[src/rtl/if_decoder.sv]
// if_decoder: receiving end of the instruction-fetch interface.
// Decodes V850 format I / II / VI integer instructions into ALU-op, register
// and immediate fields, queued through a 2-entry registered output buffer.
// Optional statistics counters: define IF_DECODER_STATS_EN.
module if_decoder #(
    parameter int PC_W   = 25,
    parameter int INST_W = 64
) (
    input  logic              clk,
    input  logic              rst_n,
    input  logic              flush_i,
    input  logic              in_valid_i,
    output logic              in_ready_o,
    input  logic [INST_W-1:0] instruction_i,
    input  logic [1:0]        inst_len_i,
    input  logic [PC_W-1:0]   PC_i,
    output logic              out_valid_o,
    input  logic              out_ready_i,
    output logic [2:0]        op_o,
    output logic              use_imm_o,
    output logic [4:0]        reg1_o,
    output logic [4:0]        reg2_o,
    output logic [31:0]       imm_o,
    output logic              wb_en_o,
    output logic              illegal_o,
    output logic [PC_W-1:0]   PC_o
`ifdef IF_DECODER_STATS_EN
    ,
    output logic [31:0]       dec_count_o,
    output logic [15:0]       illegal_count_o
`endif
);

    localparam logic [2:0] OP_MOV = 3'd0, OP_ADD = 3'd1, OP_SUB = 3'd2, OP_CMP = 3'd3,
                           OP_AND = 3'd4, OP_OR  = 3'd5, OP_XOR = 3'd6;

    typedef struct packed {
        logic [2:0]      op;
        logic            use_imm;
        logic [4:0]      reg1;
        logic [4:0]      reg2;
        logic [31:0]     imm;
        logic            wb_en;
        logic            illegal;
        logic [PC_W-1:0] pc;
    } entry_t;

    typedef enum logic [1:0] {EMPTY, ONE, FULL} state_t;

    state_t state, state_nx;
    entry_t slot0, slot1, dec;
    logic   push, pop, load0, load1, shift;
    logic   legal;
    logic [15:0] h, s;
    logic [5:0]  opc;

    // Bits above the second halfword carry no supported encoding.
    logic unused_hi;
    assign unused_hi = ^instruction_i[INST_W-1:32];

    // Decode the presented instruction; illegal encodings clear op/imm fields.
    always_comb begin
        dec   = '0;
        legal = 1'b1;
        h     = (inst_len_i == 2'd1) ? instruction_i[31:16] : instruction_i[15:0];
        s     = instruction_i[15:0];
        opc   = h[10:5];
        dec.reg2 = h[15:11];
        dec.reg1 = h[4:0];
        dec.pc   = PC_i;
        case (inst_len_i)
            2'd0: begin
                case (opc)
                    6'b000000: dec.op = OP_MOV;
                    6'b001110: dec.op = OP_ADD;
                    6'b001101: dec.op = OP_SUB;
                    6'b001111: dec.op = OP_CMP;
                    6'b001010: dec.op = OP_AND;
                    6'b001000: dec.op = OP_OR;
                    6'b001001: dec.op = OP_XOR;
                    6'b010000, 6'b010010, 6'b010011: begin
                        dec.op      = (opc == 6'b010000) ? OP_MOV :
                                      (opc == 6'b010010) ? OP_ADD : OP_CMP;
                        dec.use_imm = 1'b1;
                        dec.imm     = {{27{h[4]}}, h[4:0]};
                    end
                    default: legal = 1'b0;
                endcase
            end
            2'd1: begin
                dec.use_imm = 1'b1;
                case (opc)
                    6'b110110: begin dec.op = OP_AND; dec.imm = {16'h0, s}; end
                    6'b110100: begin dec.op = OP_OR;  dec.imm = {16'h0, s}; end
                    6'b110101: begin dec.op = OP_XOR; dec.imm = {16'h0, s}; end
                    6'b110000, 6'b110001: begin
                        dec.op  = OP_ADD;
                        dec.imm = {{16{s[15]}}, s};
                    end
                    default: legal = 1'b0;
                endcase
            end
            default: legal = 1'b0;
        endcase
        if (!legal) begin
            dec.op      = OP_MOV;
            dec.use_imm = 1'b0;
            dec.imm     = '0;
        end
        dec.illegal = ~legal;
        dec.wb_en   = legal && (dec.op != OP_CMP) && (dec.reg2 != 5'd0);
    end

    // Buffer occupancy register.
    always_ff @(posedge clk or negedge rst_n) begin
        if (!rst_n) state <= EMPTY;
        else        state <= state_nx;
    end

    // Next occupancy, handshake and slot-load controls.
    always_comb begin
        in_ready_o  = (state != FULL);
        out_valid_o = (state != EMPTY);
        push  = in_valid_i && in_ready_o;
        pop   = out_valid_o && out_ready_i;
        load0 = push && ((state == EMPTY) || (state == ONE && pop));
        load1 = push && (state == ONE) && !pop;
        shift = pop && (state == FULL);
        state_nx = state;
        case (state)
            EMPTY:   if (push) state_nx = ONE;
            ONE:     if (push && !pop) state_nx = FULL;
                     else if (!push && pop) state_nx = EMPTY;
            FULL:    if (pop) state_nx = ONE;
            default: state_nx = EMPTY;
        endcase
        if (flush_i) state_nx = EMPTY;
    end

    // Entry storage: slot0 is always the head presented to execute.
    always_ff @(posedge clk or negedge rst_n) begin
        if (!rst_n) begin
            slot0 <= '0;
            slot1 <= '0;
        end else begin
            if (load0)      slot0 <= dec;
            else if (shift) slot0 <= slot1;
            if (load1)      slot1 <= dec;
        end
    end

    assign op_o      = slot0.op;
    assign use_imm_o = slot0.use_imm;
    assign reg1_o    = slot0.reg1;
    assign reg2_o    = slot0.reg2;
    assign imm_o     = slot0.imm;
    assign wb_en_o   = slot0.wb_en;
    assign illegal_o = slot0.illegal;
    assign PC_o      = slot0.pc;

`ifdef IF_DECODER_STATS_EN
    // Pop counters; the illegal count saturates, the total wraps.
    always_ff @(posedge clk or negedge rst_n) begin
        if (!rst_n) begin
            dec_count_o     <= '0;
            illegal_count_o <= '0;
        end else if (pop) begin
            dec_count_o <= dec_count_o + 32'd1;
            if (slot0.illegal && illegal_count_o != 16'hFFFF)
                illegal_count_o <= illegal_count_o + 16'd1;
        end
    end
`endif

endmodule

[config.mk]
export PLATFORM = sky130hd
export DESIGN_NAME = if_decoder
export DESIGN_NICKNAME = d
export VERILOG_FILES = /design/src/rtl/if_decoder.sv
export SDC_FILE = /design/constraint.sdc
export NUM_CORES = 1
export LEC_CHECK = 0
export CORE_AREA = 2 2 130 132
export DETAILED_ROUTE_END_ITERATION = 8
export DIE_AREA = 0 0 132 134
export GPL_ROUTABILITY_DRIVEN = 0
export PLACE_DENSITY = 0.66
export SYNTH_ARGS = -nofsm -noshare
export SYNTH_HDL_FRONTEND = slang
export SYNTH_SLANG_ARGS = --single-unit
export TNS_END_PERCENT = 50
[constraint.sdc]
create_clock -name clk -period 2.8 [get_ports clk]
set_input_delay 0.42 -clock clk [delete_from_list [all_inputs] [get_ports clk]]
set_output_delay 0.42 -clock clk [all_outputs]
set_load 0.05 [all_outputs]
# Yosys cells after proc, flatten, opt, wreduce, memory -nomap -nowiden

Index checks and enable logic that the tools add are counted.

Flip-flop bits (word level): 148
Input bits: 96
Logic and storage cells: 89

Bitwise gates (word level): 1
Mux-type cells: 23
Reduce and logical (&&, ||, !) cells: 26
Eq/ne operators: 22

Operators by type and width:

| cell                 | count |
|---|---|
| $mux W73             | 2 |
| $pmux W32 S2         | 2 |
| $mux W32             | 2 |
| $eq A6 B4 Y1 const B | 6 |
| $eq A6 B6 Y1 const B | 5 |
| $pmux W3 S7          | 1 |
| $eq A6 B5 Y1 const B | 3 |
| $mux W16             | 1 |
| $mux W2              | 7 |
| $pmux W3 S4          | 1 |
| $logic_and A1 B1 Y1  | 11 |
| $reduce_or A10 Y1    | 1 |
| $pmux W4 S2          | 1 |
| $logic_not A6 Y1     | 1 |
| $ne A3 B3 Y1 const B | 2 |
| $pmux W2 S3          | 1 |
| $reduce_or A3 Y1     | 2 |
| $reduce_bool A5 Y1   | 1 |
| $reduce_or A5 Y1     | 1 |
| $eq A2 B1 Y1 const B | 2 |
| $logic_not A2 Y1     | 2 |
| $mux W4              | 1 |
| $ne A4 B2 Y1 const B | 1 |
| $reduce_bool A2 Y1   | 2 |
| 10 further kinds     | 13 |

# Logic depth before layout (Yosys ltp)

Word-level depth: 12
Mapped depth: 9
Depth with buffers taken out: 7

# Worst setup path after synthesis

No wires, ideal clock.

Path kind: reg-to-reg
From: reg state[0]
To: reg slot0 (netlist bit imm_o[30])
Setup time: 0.134 ns
Cell stages (with the launch flop): 7
Data arrival time: 1.842 ns
Path buffers: 1
Required time: 2.666 ns
Setup slack: 0.824 ns
Path through: dfrtp_1 > nand2b_1 > nor2_1 > nor2_1 > clkbuf_1 > a22oi_1 > o21ai_0

Elaborated cells between the ends (all ways): 13

RTL lines:

| item                                                  | line | RTL |
|---|---|---|
| from (decl)                                           | 50   | `state_t state, state_nx;` |
| from (signal assigned)                                | 117  | `else state <= state_nx;` |
| $ne A2 B2 Y1 (*)                                      | 122  | `in_ready_o = (state != FULL);` |
| net in_ready_o                                        | 13   | `output logic in_ready_o,` |
| $logic_and A1 B1 Y1 (*)                               | 124  | `push = in_valid_i && in_ready_o;` |
| $logic_and A1 B1 Y1 (*)                               | 126  | `load0 = push && ((state == EMPTY) \|\| (state == ONE && pop));` |
| $mux W73 / $reduce_bool A2 Y1 (equally long branches) | -    |  |
| to (signal assigned)                                  | 147  | `else if (shift) slot0 <= slot1;` |
| to (decl)                                             | 51   | `entry_t slot0, slot1, dec;` |

Mark *: on every way through the listed nets, which the timed path passes. The rest lies on a longest branch.
A chain may end at the register's enable or synchronous reset.

# Worst setup path in the final report

From: in inst_len_i[1]
To: reg slot0 (netlist bit imm_o[5])

Word-level cells in the longest chain between the ends: 8
Elaborated cells between the ends (all ways): 31

Ends and longest elaborated chain:

| item                                                             | line   | RTL |
|---|---|---|
| from (decl)                                                      | 15     | `input logic [1:0] inst_len_i,` |
| $eq A2 B1 Y1                                                     | 65, 71 |  |
| $mux W16                                                         | 65     | `h = (inst_len_i == 2'd1) ? instruction_i[31:16] : instruction_i[15:0];` |
| $eq A6 B5 Y1, or another cell as far along                       | 73     | `case (opc)` |
| $reduce_or A10 Y1 (no source line), or another cell as far along | -      |  |
| $mux W1, or another cell as far along                            | 73     |  |
| $pmux W1 S2 / $pmux W32 S2 (equally long branches)               | 71     | `case (inst_len_i)` |
| $mux W32 (*)                                                     | 105    | `if (!legal) begin` |
| $mux W73 (*)                                                     | 146    | `if (load0) slot0 <= dec;` |

Mark *: on every way between the ends. The rest lies on a longest branch, timed or not.

==> results.txt <==
Unrepaired setup endpoints after global routing -> no
Nets -> 801
H-tree Lvls -> 4
Most common cell in the synthesized netlist -> nand2_1
Ranking of synthesized cells by area -> dfrtp_1, nand2_1, a22oi_1
Total GRT Usage -> 0.179
First-pass detailed-route iteration total -> 5
Final Skew -> 6.50 ps
Via count -> 4785
Hold Vio Cnt, Final -> 0
Synth cell count leaders -> nand2_1, dfrtp_1, o21ai_0, a22oi_1, clkbuf_1
Final WS setup -> 406 ps
Largest net degree at the start of global routing -> 54
CTS Buffer Depth -> 2
Area leader, netlist -> dfrtp_1
Setup Buffers After CTS -> 0
P_leak -> 3.40 nW
CTS tree -> done
Total negative slack -> 0 ps
Crit path launch -> inst_len_i[1]
IO Port Bufs -> 138
Iter 0 DRT Violations -> 368
#FFs+latches synth -> 118
Dpl hpwl -> 10800 µm
Detail Route Antenna Nets -> 0
Worst path max stage delay -> 600 ps
Starting density of the core -> 0.331
PD cells -> 709 nW/µm²
R2r endpoint -> slot1[7]$_DFFE_PN0P_
Residual DRC -> 0
Worst path bufs/invs -> 2
Delay-heaviest family, CP -> simple AND/OR/NAND/NOR gates
Final Critical Period -> 2390 ps
Reg-to-reg startpoint -> state[0]$_DFFE_PN0P_
Io pins -> 171
Synth-to-Final Area Change -> 41.6%
Setup violators final -> 0
Final instance area -> 7640 µm²
Req. time, crit path -> 3110 ps
Layout cells sized above 1 -> 0.105
Slew HR -> 0.535
Fin crit share -> 0.855
Crit end category -> flip-flop
DR WL/cell -> 16.4 µm
CTS buffer count -> 17
Placeable Area -> 16300 µm²
Cts hold-fix bufs -> 0
Max-cap violations -> 0
Cell depth of the worst setup path -> 9
# fillers -> 1487
Clock sinks -> 118
Crit path cell chain -> clkdlybuf4s50_1, nand2b_1, buf_12, a31oi_1, nor2_1, nand3_2, nor2_2, a21oi_1, o21ai_0
Slew Limit Fails -> 0
Worst min path class -> in2async
Run status -> complete, no violations
First-pass GRT wire length -> 25000 µm
Cell variety after synth -> 46
Setup CP Type -> in2reg
GR Overflow Total -> 0
Worst-path clk slew -> 50 ps
Worst-Skew Late Latency -> 400 ps
Post-Syn Instances -> 575
Critical path destination -> imm_o[5]$_DFFE_PN0P_
Syn nets -> 672
Place WS -> 6.16 ps
Post-Syn Area -> 5400 µm²
CTS Root Cell -> clkbuf_16
Die Y -> 134 µm
Worst reg2reg path depth -> 5
Hold_ws -> 53.7 ps
Post-DP Area -> 7010 µm²
CP arrival -> 2700 ps
Seq/Total Area, Yosys -> 0.547
R2R Setup Slk -> 1020 ps
Number of synthesized flops with an enable pin -> 0
Top-area cell type share of the netlist area -> 0.547
Slowest cell on crit path -> clkdlybuf4s50_1
Die ar. -> 17700 µm²
Row cnt -> 47
Kind of start point of the critical path -> input port
Yosys warns -> 0
Crit path max fanout -> 15
Antenna violations before repair -> 0
Post-synth ARST share -> 1.00
Peak Freq -> 418 MHz
Total wire length -> 15400 µm
Synth Flop Type -> dfrtp_1
Post-CTS sizing -> 0
Diodes inserted -> 0
Synth Area per Inst -> 9.39 µm²
Vias per std cell -> 5.11
Vias in the first global route -> 4760
Slew @ Worst Pin -> 698 ps
Worst vdd ir -> 0.405 mV
Chip width -> 132 µm
[metal layers]
metal	vias up	wire length, µm	GRT usage
li1	2224	-	-
met1	2355	6720	0.239
met2	168	7290	0.275
met3	38	844	0.0408
met4	0	513	0.0864
met5	-	0	0
[flip-flops by register name, summed over array words and instances, names as in the netlist]
name	count
imm_o	17
illegal_o	1
use_imm_o	1
op_o	3
wb_en_o	1
reg1_o	5
reg2_o	5
PC_o	25
state	2
slot1	58
[cells in the final DEF (no fill, tap or decap), types with 3 or more instances in the layout]
master / n
a21oi_1: 19
a22oi_1: 50
a31oi_1: 3
buf_12: 4
buf_4: 17
bufinv_16: 3
clkbuf_16: 17
clkbuf_8: 6
clkdlybuf4s50_1: 137
clkinv_2: 4
dfrtp_1: 118
inv_1: 3
mux2i_1: 16
nand2_1: 179
nand2b_1: 7
nand3_1: 5
nand3b_1: 3
nor2_1: 21
nor2_2: 3
nor2_4: 3
o21ai_0: 54
o21ai_1: 4
o221a_2: 4
o22ai_1: 3
[metrics by stage]
stage / instances / power (mW) / utilization
floorplan: 575 / 2.72 / -
detailed placement: 905 / 3.18 / 0.431
global placement: 905 / 3.15 / 0.431
finish: 937 / 5.42 / 0.469
global route: 937 / 5.67 / 0.469
CTS: 937 / 5.47 / 0.469
[power by group]
group | leakage (nW) | internal, mW | switching [mW]
registers | 1.52 | 1.94 | 0.135
logic | 1.56 | 0.397 | 0.676
clock network | 0.312 | 1.54 | 0.734
total | 3.40 | 3.88 | 1.54
[worst min path at each step]
stage,depth (start not counted),startpoint,endpoint,slack [ps]
global route,1,rst_n,PC_o[7]$_DFFE_PN0P_,90
detailed placement,2,PC_o[17]$_DFFE_PN0P_,PC_o[17]$_DFFE_PN0P_,460
finish,1,rst_n,PC_o[6]$_DFFE_PN0P_,50
global placement,2,PC_o[1]$_DFFE_PN0P_,PC_o[1]$_DFFE_PN0P_,460
CTS,1,rst_n,PC_o[6]$_DFFE_PN0P_,60
floorplan,0,rst_n,PC_o[0]$_DFFE_PN0P_,120
[area by class of cell]
type                       instances  area [µm²]  share of cell area
inverter                           3        11.3             0.00147
clock buffer                      24         512              0.0670
multi-input combinational        406        2190               0.287
tap                              220         275              0.0360
timing repair buffer             158        1580               0.207
sequential                       118        2950               0.386
clock inverter                     8         118              0.0154
[logic make-up (layout without fill, tap and decap cells)]
logic type,Yosys count,after routing,synth area share
buffers and inverters,51,193,0.0517
AOI/OAI and AO/OA,150,150,0.180
adders and majority gates,1,1,0.00232
and+or+nand+nor,237,237,0.184
muxes,18,18,0.0352
DFF,118,118,0.547
Note: power is estimated with default switching activity, not from simulation.
